===== src/rtl/digit_entry_sequencer.sv =====
// ============================================================================
// Module   : digit_entry_sequencer
// Purpose  : Debounces the enter button and delivers one validated BCD digit
//            plus a ready strobe per press to the Caesar encoder.
// Options  : define AUTO_REPEAT_EN to re-issue the digit while the button is held
// Revision : 1.0 - initial release
// ============================================================================
`default_nettype none

module digit_entry_sequencer #(
    parameter int DEBOUNCE_CYCLES = 4,
    parameter int READY_HIGH      = 2,
    parameter int REPEAT_CYCLES   = 32
) (
    input  logic       clk,
    input  logic       reset,
    input  logic [3:0] sw,
    input  logic       btn,
    output logic       a,
    output logic       b,
    output logic       c,
    output logic       d,
    output logic       ready,
    output logic       err,
    output logic       busy,
    output logic [3:0] digit_count
);

    typedef enum logic [2:0] {
        ST_IDLE         = 3'd0,
        ST_DEBOUNCE     = 3'd1,
        ST_STROBE_SETUP = 3'd2,
        ST_STROBE       = 3'd3,
        ST_RELEASE      = 3'd4
    } state_t;

    localparam logic [7:0] c_db_last  = 8'(DEBOUNCE_CYCLES - 1);
    localparam logic [7:0] c_rdy_last = 8'(READY_HIGH - 1);

    state_t     state_q, state_d;
    logic       sync1_q, sync1_d;
    logic       sync2_q, sync2_d;
    logic [7:0] cnt_q, cnt_d;
    logic [3:0] digit_q, digit_d;
    logic       ready_q, ready_d;
    logic       err_q, err_d;
    logic [3:0] count_q, count_d;
    logic       w_btn_s;
    logic       w_sw_valid;

`ifdef AUTO_REPEAT_EN
    localparam logic [15:0] c_rep_last = 16'(REPEAT_CYCLES - 1);
    logic [15:0] rep_q, rep_d;
`else
    logic w_unused_repeat;
    assign w_unused_repeat = (REPEAT_CYCLES == 0);
`endif

    assign w_btn_s    = sync2_q;
    assign w_sw_valid = (sw <= 4'd9);

    always_comb begin
        sync1_d = btn;
        sync2_d = sync1_q;
        state_d = state_q;
        cnt_d   = cnt_q;
        digit_d = digit_q;
        ready_d = ready_q;
        err_d   = err_q;
        count_d = count_q;
`ifdef AUTO_REPEAT_EN
        rep_d   = rep_q;
`endif
        case (state_q)
            ST_IDLE: begin
                if (w_btn_s) begin
                    state_d = ST_DEBOUNCE;
                    cnt_d   = 8'd0;
                end
            end
            ST_DEBOUNCE: begin
                if (!w_btn_s) begin
                    state_d = ST_IDLE;
                end else if (cnt_q == c_db_last) begin
                    cnt_d = 8'd0;
`ifdef AUTO_REPEAT_EN
                    rep_d = 16'd0;
`endif
                    if (w_sw_valid) begin
                        digit_d = sw;
                        err_d   = 1'b0;
                        state_d = ST_STROBE_SETUP;
                    end else begin
                        err_d   = 1'b1;
                        state_d = ST_RELEASE;
                    end
                end else begin
                    cnt_d = cnt_q + 8'd1;
                end
            end
            ST_STROBE_SETUP: begin
                ready_d = 1'b1;
                count_d = count_q + 4'd1;
                state_d = ST_STROBE;
                cnt_d   = 8'd0;
            end
            ST_STROBE: begin
                if (cnt_q == c_rdy_last) begin
                    ready_d = 1'b0;
                    state_d = ST_RELEASE;
                    cnt_d   = 8'd0;
`ifdef AUTO_REPEAT_EN
                    rep_d   = 16'd0;
`endif
                end else begin
                    cnt_d = cnt_q + 8'd1;
                end
            end
            ST_RELEASE: begin
                if (w_btn_s) begin
                    cnt_d = 8'd0;
`ifdef AUTO_REPEAT_EN
                    // Held long enough: treat as a fresh press of the same digit
                    if (rep_q == c_rep_last) begin
                        rep_d = 16'd0;
                        if (w_sw_valid) begin
                            digit_d = sw;
                            err_d   = 1'b0;
                            state_d = ST_STROBE_SETUP;
                        end else begin
                            err_d   = 1'b1;
                        end
                    end else begin
                        rep_d = rep_q + 16'd1;
                    end
`endif
                end else begin
`ifdef AUTO_REPEAT_EN
                    rep_d = 16'd0;
`endif
                    if (cnt_q == c_db_last) begin
                        state_d = ST_IDLE;
                    end else begin
                        cnt_d = cnt_q + 8'd1;
                    end
                end
            end
            default: begin
                state_d = ST_IDLE;
            end
        endcase
    end

    always_ff @(posedge clk or negedge reset) begin
        if (!reset) begin
            state_q <= ST_IDLE;
            sync1_q <= 1'b0;
            sync2_q <= 1'b0;
            cnt_q   <= 8'd0;
            digit_q <= 4'd0;
            ready_q <= 1'b0;
            err_q   <= 1'b0;
            count_q <= 4'd0;
`ifdef AUTO_REPEAT_EN
            rep_q   <= 16'd0;
`endif
        end else begin
            state_q <= state_d;
            sync1_q <= sync1_d;
            sync2_q <= sync2_d;
            cnt_q   <= cnt_d;
            digit_q <= digit_d;
            ready_q <= ready_d;
            err_q   <= err_d;
            count_q <= count_d;
`ifdef AUTO_REPEAT_EN
            rep_q   <= rep_d;
`endif
        end
    end

    assign {a, b, c, d} = digit_q;
    assign ready        = ready_q;
    assign err          = err_q;
    assign busy         = (state_q != ST_IDLE);
    assign digit_count  = count_q;

endmodule

`default_nettype wire

===== config.mk =====
export PLATFORM = sky130hd
export DESIGN_NAME = digit_entry_sequencer
export DESIGN_NICKNAME = d
export VERILOG_FILES = /design/src/rtl/digit_entry_sequencer.sv
export SDC_FILE = /design/constraint.sdc
export NUM_CORES = 1
export LEC_CHECK = 0
export BUFFER_PORTS_ARGS = -buffer_cell sky130_fd_sc_hd__buf_2
export CAP_MARGIN = 10
export CORE_UTILIZATION = 55
export DETAILED_ROUTE_END_ITERATION = 7
export PLACE_DENSITY = 0.79
export SLEW_MARGIN = 40
export SYNTH_ARGS = -nofsm -noshare
export SYNTH_HDL_FRONTEND = slang
export SYNTH_SLANG_ARGS = --single-unit

===== constraint.sdc =====
create_clock -name clk -period 2.4 [get_ports clk]
set_clock_uncertainty 0.1 [all_clocks]
set_input_delay 0 -clock clk [delete_from_list [all_inputs] [get_ports clk]]
set_output_delay 0 -clock clk [all_outputs]
set_load 0.02 [all_outputs]

### Yosys cells after proc, flatten, opt, wreduce, memory -nomap -nowiden

Cells that the tools add are included.

* register bits: 23
* bits in latches: 0
* RAM bits: 0
* bits in read-only memories: 0
* input port bits: 7
* output and inout port bits: 11
* logic and storage cells: 51
* memories: 0

* $add $sub $neg: 2
* multiply operators: 0
* div/mod/pow operators: 0
* magnitude comparators: 1
* equal/unequal tests: 13
* shift operators: 0
* multiplexer cells: 18
* bitwise logic cells: 0
* reduce and logical (&&, ||, !) cells: 9

Operators with widths (count)
* 8-bit 2-to-1 mux: 6
* 8-bit case mux with 5 select lines: 1
* 3-bit 2-to-1 mux: 7
* 3-bit case mux with 5 select lines: 1
* 2-bit inequality test (second input constant): 5
* 8-bit by 1-bit adder with 8-bit output (second input constant): 1
* 8-bit by 1-bit equality test with 1-bit output (second input constant): 1
* 8-bit by 2-bit equality test with 1-bit output (second input constant): 1
* 4-bit AND reduction: 2
* 3-bit by 2-bit equality test with 1-bit output (second input constant): 2
* 3-bit inequality test (second input constant): 2
* 5-bit AND reduction: 1
* 5-bit nonzero test: 1
* 4-bit by 1-bit adder with 4-bit output (second input constant): 1
* 4-bit less-or-equal comparator (second input constant): 1
* 3-bit by 1-bit equality test with 1-bit output (second input constant): 1
* 3-bit equality test (second input constant): 1
* 3-bit zero test: 1
* 3-bit AND reduction: 1
* 3-bit nonzero test: 1
* 1-bit 2-to-1 mux: 2
* 1-bit case mux with 2 select lines: 1
* 2-bit AND reduction: 1
* 2-bit nonzero test: 1

### Depth between registers and ports, before layout

* depth after elaboration: 5
* mapped depth: 7
* mapped depth without buffers: 7

### Worst setup path after synthesis

Ideal clock, no wire load.

* path kind: register to register
* start: register cnt_q[0]
* end: register state_q[2]
* library setup time: 121 ps
* arrival: 1690 ps
* required time: 2179 ps
* slack: 490 ps
* stages on the path, launching flop included: 7
* buffers on the path: 0
* period minus slack after synthesis: 1910 ps
* cell sequence: dfrtp_1 > ha_1 > or3b_1 > a311o_1 > o221a_2 > a21oi_1 > o21ai_1

* cells in the longest elaborated chain, start to end: 3
* elaborated cells on any way between the ends: 6
* those cells by class: eq/ne: 5; reduce/logical: 1

Ends and longest elaborated chain
* start, declared: RTL line 43 `logic [7:0] cnt_q, cnt_d;`
* start signal, assigned: RTL line 171 `cnt_q <= cnt_d;`
* 8-bit by 2-bit equality test with 1-bit output or 8-bit by 1-bit equality test with 1-bit output (tied branches): RTL line 84, 141, 108
* 3-bit inequality test (no line) or 2-bit inequality test (tied branches)
* 5-bit AND reduction (no line) (*)
* end signal, assigned: RTL line 168 `state_q <= state_d;`
* end, declared: RTL line 40 `state_t state_q, state_d;`

Mark *: on every way between the ends. The rest lies on a longest branch, timed or not.
A chain may end at the register's enable or synchronous reset.

### Final worst setup path

* start: register cnt_q[0]
* end: register cnt_q[7]

* cells in the longest elaborated chain, start to end: 4
* elaborated cells on any way between the ends: 11
* those cells by class: add/sub: 1; eq/ne: 3; mux: 6; reduce/logical: 1

Ends and longest elaborated chain
* 8-bit by 1-bit adder with 8-bit output or 8-bit by 2-bit equality test with 1-bit output (tied branches)
* 8-bit 2-to-1 mux (on tied branches): RTL line 141, 84
* 8-bit 2-to-1 mux (on tied branches): RTL line 120, 82
* 8-bit case mux with 5 select lines: RTL line 74 `case (state_q)`

Several ways; a longest one is shown, not always the timed one. The select of a mux whose other input is x is not followed.

==> results by stage <==
STA:
- The final worst-path setup slack is 338.1 ps.
- Subtracting the final worst setup slack from the clock period gives 2062 ps.
- Setup repair after global routing left no endpoint under its margin.
- Adding up every negative setup slack in the final design gives 0 ps.
- Of the available clock period, the critical path in the final layout requires 85.91%.
- The slew at the pin closest to its max-slew limit is 500.9 ps.
- The max-slew violation count was 0.
- For this run, the top clock speed supported by timing is 485.0 MHz.
- The number of hold violations in the final report is 0.
- Setup violations remaining at the end of the flow were counted as 0.
- Headroom to the max-slew limit came out at 66.61%.

Routing:
- In the final routed layout, each cell accounts on average for 14.10 µm.
- Summing over every cut layer, the via total after detailed routing is about 960.
- In this run the remaining antenna-violating nets after routing total 0.
- The detailed router put a total of 1086 µm of wire on met1.
- The number of remaining DRC errors is 0.
- The routed length on met3 is 66 µm.
- The first-pass iteration count of the detailed router is 4.
- The top routing layer in use is met4.
- Wires add up to ~2300 µm.
- The post-detailed-route via-to-cell ratio is 5.771.
- The starting DRC count in detailed routing is 20.
- Summed over all nets, wire length on met2 after detailed routing comes to about 1200 µm.

Critical path:
- STA puts the critical path data arrival time at roughly 2200 ps.
- Data on the critical path is required at its endpoint by between 2000 and 3000 ps.
- In this run the worst setup path begins at cnt_q[0].
- The classification of the worst setup path is flop to flop.
- The worst-case register-to-register setup slack is roughly 340 ps.
- The worst register-to-register path begins at cnt_q[0].
- The startpoint class of the critical path is a flop.
- The largest single stage delay on the critical path is 440 ps.
- The biggest fanout along the worst timing path is 10.
- The critical path goes through ha_1, nor3b_1, a21oi_1, o32a_4, nor2b_4, a22o_1.
- The critical path endpoint category is a flop.
- The slowest stage of the critical path is the dfrtp_1 cell.

Yosys:
- The basic-gate share of the synthesized area counting and, or, nand and nor cells is 20.35%.
- The fraction of synthesized area in multiplexers is 5.504%.
- The post-synthesis sequential element count is 23.
- In this run, distinct cell masters in the synthesized netlist total 38.
- The synthesized netlist devotes 2.181% of its cell area to XOR and XNOR gates.
- The most used flip-flop cell after synthesis is dfrtp_1.
- Summing every instance area after synthesis gives 1205 µm².
- The count of flip-flops with a built-in enable after synthesis is 0.
- During synthesis, Yosys emitted a total of 0 warnings.
- In the synthesized netlist, the number of instances is 115.
- By area, the combinational part of the netlist is dominated by simple AND/OR/NAND/NOR gates.
- Each instance of the synthesized netlist takes up on average 10.48 µm².
- The post-synthesis async set-or-reset flop share is 100.0%.
- The net count of the mapped netlist is about 130.
- Of the synthesized area, sequential elements account for 47.77%.
- The synthesized netlist devotes between 10% and 20% of its cell area to compound gates.
- The fraction of the mapped netlist area in adder cells is 3.115%.

Global routing:
- The first global-routing pass estimated 4140 µm of wire.
- The via count of the first global-routing pass came to 968.
- The total track usage is a little under a quarter.
- The maximum number of pins on one net before global-route repair is 24.
- Summed over all layers, the global routing overflow is 0.
- The number of antenna violations at the first check in global routing is 0.

Floorplan:
- The y dimension of the die is between 40 and 50 µm.
- The area of the die is 2382 µm².
- The number of placed I/O pins is 18.
- The core area is 2002 µm².
- The die is 48.81 µm wide.
- Once the floorplan was initialized, standard cells occupied about 60% of the core.
- The standard-cell row count is 16.

CTS:
- The number of buffers inserted during clock tree synthesis is 3.
- TritonCTS built the clock tree.
- The number of post-CTS setup repair buffers is 0.
- The number of buffers between clock root and the deepest sink is 2.
- The clock latency of the later-clocked register in the worst-skew pair is 310 ps.
- The cts-stage hold buffer count is 6.
- CTS built an H-tree with a depth of 1.
- The number of sinks on the clock net is 23.
- After clock tree synthesis, the repair step resized 0 gates.
- The buffer cell driving the clock tree root is clkbuf_4.
- Clock-pin slew was measured on the worst setup and hold paths at 130 ps.

Cells and area:
- The library cell used most frequently in the layout, excluding fill and tap cells, is dfrtp_1.
- The final design utilization is 69.81%.
- The post-synthesis to final-layout area growth is 15.99%.
- Counting the fill cells in the layout gives 159.
- The final layout contains 150 nets.
- The count of inserted antenna diode cells is 0.
- The post-route netlist has 20.14% of its cells at a drive strength greater than 1.
- In the layout the commonest cells are 23 x dfrtp_1, 17 x buf_2, 9 x nand2_1.

Pwr:
- The power per cell area is 1042 nW/µm².
- IR analysis of the VDD net gives a maximum drop of 0.7821 mV.
- The leakage power is 0.6848 nW.

Placed design:
- The HPWL after detailed placement is 1675 µm.
- In this run the tool buffered the top-level ports with 17 buffer cells.
- The setup slack after placement is 364.7 ps.
- Routability-driven placement finished with a final weighted congestion of 0.8958.

Min path:
- The worst hold path belongs to the class primary input to asynchronous set/reset pin.

Status:
- The flow ran to the end, and the final reports show no timing, DRC or antenna violations.

Run:
- The number of violations of the max-capacitance limit is 0.
==> synth_stat cells, types with 2 or more instances <==
master	instances	area, µm²
a21o_1	2	15.01
a21oi_1	4	20.02
a22o_1	6	52.55
and3_1	4	25.02
buf_2	2	10.01
dfrtp_1	23	575.6
ha_1	3	37.54
inv_1	4	15.01
mux2_1	4	45.04
nand2_1	9	33.78
nand2b_1	2	12.51
nand3_1	5	25.02
nor2_1	8	30.03
nor2b_1	4	25.02
nor3_1	3	15.01
o21a_1	2	15.01
o21ai_0	2	10.01
o21ai_1	7	35.03
xnor2_1	2	17.52
==> cells by family after synthesis <==
group,after synthesis
and+or+nand+nor,43
AOI/OAI and AO/OA,30
DFF,23
buffers and inverters,7
muxes,6
xor gates and xnor gates,3
adders and majority gates,3
==> per-layer routing <==
| layer | track usage, % | up-vias |
|---|---|---|
| met3 | 2.804 | 4 |
| li1 | - | 469 |
| met1 | 29.22 | 464 |
| met4 | 7.843 | 0 |
| met5 | 0 | - |
| met2 | 38.89 | 21 |
==> sequential cells by signal, indices dropped and copies added (netlist names) <==
signal and flops:
digit_count 4, err 1, digit_q 4, sync1_q 1
sync2_q 1, cnt_q 8, ready 1, state_q 3
==> final timing paths <==
| path | to | cells after the start |
|---|---|---|
| setup / recovery | cnt_q[7] | 6 |
| hold reg to reg | sync2_q | 0 |
| max in group asynchronous | digit_q[1] | 2 |
| setup reg to reg | cnt_q[7] | 6 |
| min in group clk | sync1_q | 2 |
| hold / removal | digit_q[3] | 2 |
==> stage by stage <==
stage	power [W]	hold slack, ps	cells	cell area [µm²]
2_1_floorplan	0.001098	-395.6	115	1205
3_3_place_gp	0.001246	-110.7	156	1310
3_5_place_dp	0.001281	-99.43	156	1310
4_1_cts	0.001465	80.52	166	1398
5_1_grt	0.001568	108.8	166	1398
6_report	0.001456	61.87	166	1398
==> cell type report <==
type / count / area [µm²] / share of cell area (%)
clock buffers: 3 / 22.52 / 1.611
flip-flops and latches: 23 / 575.6 / 41.18
repair buffers: 23 / 145.1 / 10.38
well taps: 27 / 33.78 / 2.417
multi-input cells: 85 / 600.6 / 42.97
clock inverters: 1 / 5.005 / 0.3581
inverters: 4 / 15.01 / 1.074
==> report_power, final <==
group          internal, W  switching, W
Clock            0.0000623      0.000119
Combinational     0.000289      0.000384
Sequential        0.000489      0.000113
Total             0.000840      0.000616
==> critical path, delay by kind of cell (launching register included) <==
kind,cells,cell delay (ps)
fa+ha+maj,1,280
flops,1,440
simple gates,2,430
compound gates,3,700
Power figures use the tool's default switching activity.
